[src/rtl/lpfull_decimate2.sv]
// rtl/lpfull_decimate2.sv - decimate-by-2 of the lowpass sample stream, pairing two half-words into one output word
//
// Optional saturating requantizer and clamp counter: define LPFULL_DECIMATE2_SAT_EN.
// With the macro undefined, each kept sample keeps only its low OBITS bits (two's-complement wrap),
// and sat_cnt_o is tied to zero.

module lpfull_decimate2 #(
    parameter int NSAMP = 8,
    parameter int IBITS = 13,
    parameter int OBITS = 12
) (
    input  logic                            clk_i,
    input  logic                            rst_i,
    input  logic [NSAMP-1:0][IBITS-1:0]     dat_i,
    input  logic                            sync_i,
    output logic [NSAMP-1:0][OBITS-1:0]     dat_o,
    output logic                            valid_o,
    output logic [15:0]                     sat_cnt_o
);

    localparam int HALF = NSAMP / 2;

    // Odd samples are discarded by design, and the wrap mode ignores the top bits.
    logic unused_inputs;
    assign unused_inputs = ^dat_i;

    logic [HALF-1:0][OBITS-1:0] h;
    logic [HALF-1:0][OBITS-1:0] lo_q;
    logic                       phase;
    logic signed [IBITS-1:0]    samp;

`ifdef LPFULL_DECIMATE2_SAT_EN
    localparam logic signed [IBITS-1:0] SMAX = IBITS'((2 ** (OBITS - 1)) - 1);
    localparam logic signed [IBITS-1:0] SMIN = IBITS'(-(2 ** (OBITS - 1)));
    logic        clamp_any;
    logic [15:0] sat_cnt_q;
`endif

    // Keep the even samples of this cycle and requantize them into half-word H.
    always_comb begin
        h    = '0;
        samp = '0;
`ifdef LPFULL_DECIMATE2_SAT_EN
        clamp_any = 1'b0;
`endif
        for (int k = 0; k < HALF; k++) begin
            samp = dat_i[2 * k];
`ifdef LPFULL_DECIMATE2_SAT_EN
            if (samp > SMAX) begin
                h[k]      = SMAX[OBITS-1:0];
                clamp_any = 1'b1;
            end else if (samp < SMIN) begin
                h[k]      = SMIN[OBITS-1:0];
                clamp_any = 1'b1;
            end else begin
                h[k] = samp[OBITS-1:0];
            end
`else
            h[k] = samp[OBITS-1:0];
`endif
        end
    end

    // Phase tracking: hold the first half, emit the full word when the second half arrives.
    always_ff @(posedge clk_i) begin
        if (rst_i) begin
            phase   <= 1'b0;
            lo_q    <= '0;
            dat_o   <= '0;
            valid_o <= 1'b0;
        end else if (!phase || sync_i) begin
            // A sync in phase 1 drops the pending half and restarts with the current one.
            lo_q    <= h;
            phase   <= 1'b1;
            valid_o <= 1'b0;
        end else begin
            dat_o   <= {h, lo_q};
            phase   <= 1'b0;
            valid_o <= 1'b1;
        end
    end

`ifdef LPFULL_DECIMATE2_SAT_EN
    // Count cycles in which any kept sample was clamped; sticks at the ceiling.
    always_ff @(posedge clk_i) begin
        if (rst_i) begin
            sat_cnt_q <= '0;
        end else if (clamp_any && (sat_cnt_q != 16'hFFFF)) begin
            sat_cnt_q <= sat_cnt_q + 16'd1;
        end
    end

    assign sat_cnt_o = sat_cnt_q;
`else
    assign sat_cnt_o = 16'd0;
`endif

endmodule

[config.mk]
export PLATFORM = sky130hd
export DESIGN_NAME = lpfull_decimate2
export DESIGN_NICKNAME = d
export VERILOG_FILES = /design/src/rtl/lpfull_decimate2.sv
export SDC_FILE = /design/constraint.sdc
export NUM_CORES = 1
export LEC_CHECK = 0
export CAP_MARGIN = 0
export CORE_MARGIN = 2
export CORE_UTILIZATION = 60
export DETAILED_ROUTE_END_ITERATION = 12
export DONT_BUFFER_PORTS = 1
export PLACE_DENSITY = 0.79
export SLEW_MARGIN = 20
export SYNTH_ARGS = -nofsm -noshare
export SYNTH_HDL_FRONTEND = slang
export SYNTH_SLANG_ARGS = --single-unit
export TNS_END_PERCENT = 10
[constraint.sdc]
create_clock -name clk_i -period 2.8 [get_ports clk_i]
set_input_delay 0.56 -clock clk_i [delete_from_list [all_inputs] [get_ports clk_i]]
set_output_delay 0.56 -clock clk_i [all_outputs]
set_load 0.005 [all_outputs]
==> results.py <==
metrics = {
    "run_status": {
        "status": "complete, no violations",
    },
    "layout": {
        "drive_gt1_frac": 0.0620,
        "utilization": 0.671,
        "regArea_um2": 2920,
        "n_fill_cell": 710,
        "syn2layout_area_growth_pct": 8.23,
        "multiInputGateArea_um2": 2490,
        "layout.cells.non_filler": 661,
        "fin_nets": 629,
        "diodes": 0,
    },
    "clocking": {
        "htreeDepth": 4,
        "cts_tree": "yes",
        "root_buffer": "clkbuf_8",
        "numClockSinks": 146,
        "path_clk_slew_ps": 60,
        "cts_hold_buf": 0,
        "cts_buffer_depth": 2,
        "cts_buffers": 17,
        "post_cts_buffers": 0,
        "cts_resized": 0,
        "worstSkewPairLatency_ps": 500,
    },
    "yosys": {
        "synth_enable_flop_cells": 0,
        "yosys_warnings": 0,
        "synth_area_leaders": "dfxtp_1 (51%), nand2b_1 (16%), nand4bb_1 (9.4%), mux2i_1 (8.4%), o21ai_0 (7.5%)",
        "synth_seq_area_share": 0.510,
        "ys_top_cells_by_count": "dfxtp_1 (146), nand2b_1 (144), o21ai_0 (86)",
        "syn_avg_cell_area_um2": 10.4,
        "synthesis.area_um2": 5730,
        "synth_cells": 549,
        "ys_ff_latch": 146,
        "post-synth-top-area-cell": "dfxtp_1",
        "yosysMostFrequentCell": "dfxtp_1",
        "yosysUniqueCellTypes": 16,
        "synth.top_cell.area_share": 0.510,
        "async_flop_share": 0,
        "synthFlopType": "dfxtp_1",
    },
    "detailed_routing": {
        "drt_iter0_drc": 122,
        "drc": 0,
        "dr.pass1.iters": 4,
        "drt-total-wl_mm": 10.5,
        "drt-wirelength-per-cell_um": 15.8,
        "final_antenna_net_count": 0,
        "viasPerCell": 5.43,
        "vias": 3586,
    },
    "sta": {
        "fmax_ghz": 0.696,
        "tns_ps": 0,
        "worst_pin_slew_ps": 642,
        "whs_ps": 145,
        "rsz0062_at_grt": "no",
        "fin_crit_ps": 1440,
        "finalSetupViolCount": 0,
        "drv_slew": 0,
        "fin_crit_sh": 0.513,
        "maxSlewHeadroom": 0.572,
        "hold_viol_final": 0,
        "skew_ps": 12.0,
    },
    "global_route": {
        "grt-ovfl-total": 0,
        "antenna_found_initial": 0,
        "grt_max_degree": 195,
        "grt_first_pass_wirelength_mm": 16.6,
        "grt_util_all_layers": 0.202,
        "grt_pass1_vias": 3502,
    },
    "power": {
        "ir_worst_vdd_mv": 0.517,
        "power_frac_seq": 0.473,
        "p_int_uw": 3770,
        "clkPwrFrac": 0.481,
        "switching_share": 0.203,
        "pwr_density_cell_nw_per_um2": 764,
        "power.switching_uw": 961,
        "power_uw": 4730,
        "comb_power_share": 0.046,
        "p_leak_uw": 0.00223,
    },
    "setup_path": {
        "critPathLaunchType": "register",
        "crit_type": "register to primary output",
        "cp.depth": 0,
        "cp_max_fo": 2,
        "regToRegStartpoint": "phase",
        "r2r_end": "lo_q[40]",
        "cp.required_ps": 2240,
        "reg2reg_depth": 3,
        "cp-end-kind": "primary output",
        "arrival_ps": 880,
        "r2r_slack_ps": 1400,
    },
    "die": {
        "die_height_um": 102,
        "io_pins": 220,
        "core-area_um2": 9240,
        "dieWidth_um": 102,
        "start_util": 0.620,
        "fp.dieArea_um2": 10300,
        "row_count": 35,
    },
    "placement": {
        "hpwl_mm": 6.08,
        "place_congestion": 0.691,
        "io_buffer_count": 0,
        "dp_cells": 632,
    },
    "job": {
        "maxCapViolCount": 0,
    },
    "hold_path": {
        "hold_depth": 1,
        "min_path_type": "input port to register",
        "min_to": "valid_o",
        "hp-start": "rst_i",
    },
}
==> worst max path at each step <==
stage / endpoint / startpoint
after CTS: dat_o[83] / dat_o[83]
after global routing: lo_q[10] / phase
after detailed placement: lo_q[27] / sync_i
after floorplan: dat_o[48] / sync_i
final: dat_o[83] / dat_o[83]
after global placement: lo_q[46] / sync_i
==> cell usage in the layout, fill, tap and decap left out <==
master,count
clkinv_4,2
dfxtp_2,1
buf_4,1
nand4bb_1,48
nor2_1,1
clkbuf_16,16
buf_12,1
nor2b_1,1
clkbuf_8,3
clkinv_2,3
mux2i_1,48
dfxtp_1,145
bufinv_16,4
clkinvlp_4,1
conb_1,16
nor2b_4,1
o21ai_0,86
o21ai_1,10
nand2b_1,144
==> final cells by class <==
| cell class | count | share of cell area |
|---|---|---|
| Sequential cell | 146 | 0.472 |
| Multi-Input combinational cell | 355 | 0.401 |
| Clock buffer | 19 | 0.0712 |
| Tap cell | 129 | 0.0260 |
| Clock inverter | 10 | 0.0258 |
| Timing Repair Buffer | 2 | 0.00444 |
==> metrics by stage <==
stage	setup WS (ps)	instance area (µm²)
6_report	1360	6200
5_1_grt	1300	6200
4_1_cts	1330	6200
3_5_place_dp	1200	5600
3_3_place_gp	1260	5600
2_1_floorplan	1500	5790
==> metal layers <==
layer	vias to the layer above	global-route usage	wire, µm
li1	1785	-	-
met1	1684	0.251	4730
met2	105	0.318	4830
met3	12	0.0745	773
met4	0	0.0800	136
met5	-	0	0
==> state kept, by name, indices dropped and copies added, names as in the netlist <==
name	flops
dat_o	96
phase	1
lo_q	48
valid_o	1
==> power by group through the flow <==
stage          combinational [µW]  clock [µW]  sequential, µW
6_report                      219        2280            2240
5_1_grt                       247        2420            2250
4_1_cts                       222        2330            2240
3_5_place_dp                  222           0            2280
3_3_place_gp                  213           0            2280
2_1_floorplan                 251           0            2270
==> kinds of logic (layout without fill, tap and decap cells) <==
group	Yosys count	count (layout)	synth area share
and+or+nand+nor	195	195	0.256
AOI/OAI and AO/OA	96	96	0.0839
other	1	16	0.000655
DFF	146	146	0.510
muxes	48	48	0.0839
buffers and inverters	63	31	0.0657
Note: power is estimated with default switching activity, not from simulation.
==> RTL change, RTL diff (same flow settings) <==
The parameter `NSAMP` goes from 8 to 12.
--- a/src/rtl/lpfull_decimate2.sv
+++ b/src/rtl/lpfull_decimate2.sv
@@ -5,7 +5,7 @@
 // and sat_cnt_o is tied to zero.
 
 module lpfull_decimate2 #(
-    parameter int NSAMP = 8,
+    parameter int NSAMP = 12,
     parameter int IBITS = 13,
     parameter int OBITS = 12
 ) (
Ports: changed (resized dat_i and dat_o); port bits go from 220 to 320. The function was not compared with the original's and may differ.
==> RTL change against the original RTL <==
Routed wire length grew 62%. Cell area grew 49%. Power grew 53%. Area after synthesis grew 48%. Sequential power grew 49%. Combinational power grew 55%. Sequential cell count grew 72. Clock skew shrank 6.8 ps. Setup slack gained 3.2 ps. Critical path type unchanged. Largest power group unchanged.
==> RTL change: results (changes against the original RTL) <==
| Metric | Value |
|---|---|
| Ratio of cells with drive above 1 in the final layout | `0.0549 (-0.00711)` |
| Pre-CTS setup slack | `1230 ps (+30.0 ps)` |
| Syn_area_per_cell | `10.4 sq um (-0.34%)` |
| GR Util met2 | `0.349 (+0.0311)` |
| Distinct cells, synth | `16 (unchanged)` |
| Vias in the first global route | `5,336 (+52%)` |
| Clock-pin slew on the worst setup and hold paths | `60 ps (about the same)` |
| First-pass GRT wire length | `26,300 um (+59%)` |
| Global Route met1 Usage | `0.268 (+0.0174)` |
| Vias | `5,366 (+50%)` |
| GPL Wtd Cong | `0.782 (+13%)` |
| Crit Path Max Fanout | `2 (unchanged)` |
| H-Tree Depth | `1 (-3)` |
| Post-detail-place hpwl | `10,200 um (+68%)` |
| Clock root buffer | `clkbuf_16` |
| Routed len/inst | `17.6 um (+11%)` |
| Final net count | `927 (+47%)` |
| Worst-margin pin slew | `792 ps (+149 ps)` |
| Register area share after synthesis | `0.516 (+0.00536)` |
| Maximum root-to-sink buffer count | `3 (+1)` |
| GRT met3 Usage | `0.0692 (-0.00530)` |
| Inst Count DP | `924 (+46%)` |
| Placement Cell Area | `0.00833 sq mm (+49%)` |
| Avg Vias per Cell | `5.57 (+2.7%)` |
| M1 WL | `7220 um (+53%)` |
| Total GRT Usage | `0.212 (+0.0103)` |
| Number of buffers created by CTS | `22 (+5)` |
| DRT iter0 DRCs | `333 (+170%)` |
| Static leakage | `0.00332 uW (+49%)` |
| Async S/R FF share, synth | `0 (unchanged)` |
| Ant diodes | `0 (unchanged)` |
| Top post-synthesis cells by area | `dfxtp_1 (52%), nand2b_1 (16%), nand4bb_1 (9.6%)` |
| Fill count | `1,060 (+49%)` |
| Port bufs | `0 (unchanged)` |
| Met3 WL | `1490 um (+92%)` |
| Peak VDD IR | `0.523 mV (+1.2%)` |
| Clock Latency Late Sink | `480 ps (-20 ps)` |
| Post-synth top cells | `dfxtp_1 (218), nand2b_1 (216), o21ai_0 (95)` |
| Routed met2 length | `7960 um (+65%)` |
| Post-Route Skew | `5.21 ps (-6.83 ps)` |
| Initial antenna violation count | `0 (unchanged)` |
| Status | `finished, final reports clean` |
| Post CTS Setup Buffer Count | `0 (unchanged)` |
| Registers with the most flip-flops | `dat_o: 144 flops, lo_q: 72 flops` |
| Yosys warnings | `0 (unchanged)` |
| DRT Pass-1 Iters | `4 (unchanged)` |
| Largest net degree at the start of global routing | `291 (+49%)` |
-- RTL change: cell types whose count changed after synthesis, moves of 9 or more --
cell       delta
clkbuf_1     +13
clkbuf_2     +10
dfxtp_1      +72
mux2i_1      +24
nand2b_1     +72
nand4bb_1    +24
o21ai_0       +9
o21ai_1      +39
-- RTL change: cell type report --
cell class | count | area share
Sequential cell | 218 | 0.473
Tap cell | 180 | 0.0244
Multi-Input combinational cell | 523 | 0.399
Clock inverter | 9 | 0.0266
Timing Repair Buffer | 3 | 0.00515
Clock buffer | 30 | 0.0717
-- RTL change: through the flow --
stage / util / total power, uW / hold slack, ps
after floorplan: - / 3750 / 459
after global placement: 0.602 / 3730 / 476
after detailed placement: 0.602 / 3750 / 480
after CTS: 0.668 / 7300 / 136
after global routing: 0.668 / 7480 / 128
final: 0.668 / 7220 / 177
-- RTL change: kinds of logic (layout without fill, tap and decap cells) --
| family | Yosys count | after routing | synth area share |
|---|---|---|---|
| compound gates | 144 | 144 | 0.0851 |
| mux | 72 | 72 | 0.0851 |
| buf+inv | 88 | 42 | 0.0556 |
| other cells | 1 | 16 | 0.000443 |
| flops | 218 | 218 | 0.516 |
| simple gates | 291 | 291 | 0.258 |
-- RTL change: where the power goes --
group | switching (uW) | leakage, uW | internal, uW
Sequential | 87.4 | 0.00179 | 3260
Combinational | 166 | 0.00109 | 173
Clock | 1150 | 0.000445 | 2380
-- RTL change: final timing paths --
kind	from	endpoint	slack, ps	cells after the start
max	dat_o[92]	dat_o[92]	1370	0
min	rst_i	valid_o	180	1
max reg2reg	phase	dat_o[64]	1370	3
min reg2reg	dat_o[141]	dat_o[141]	490	2
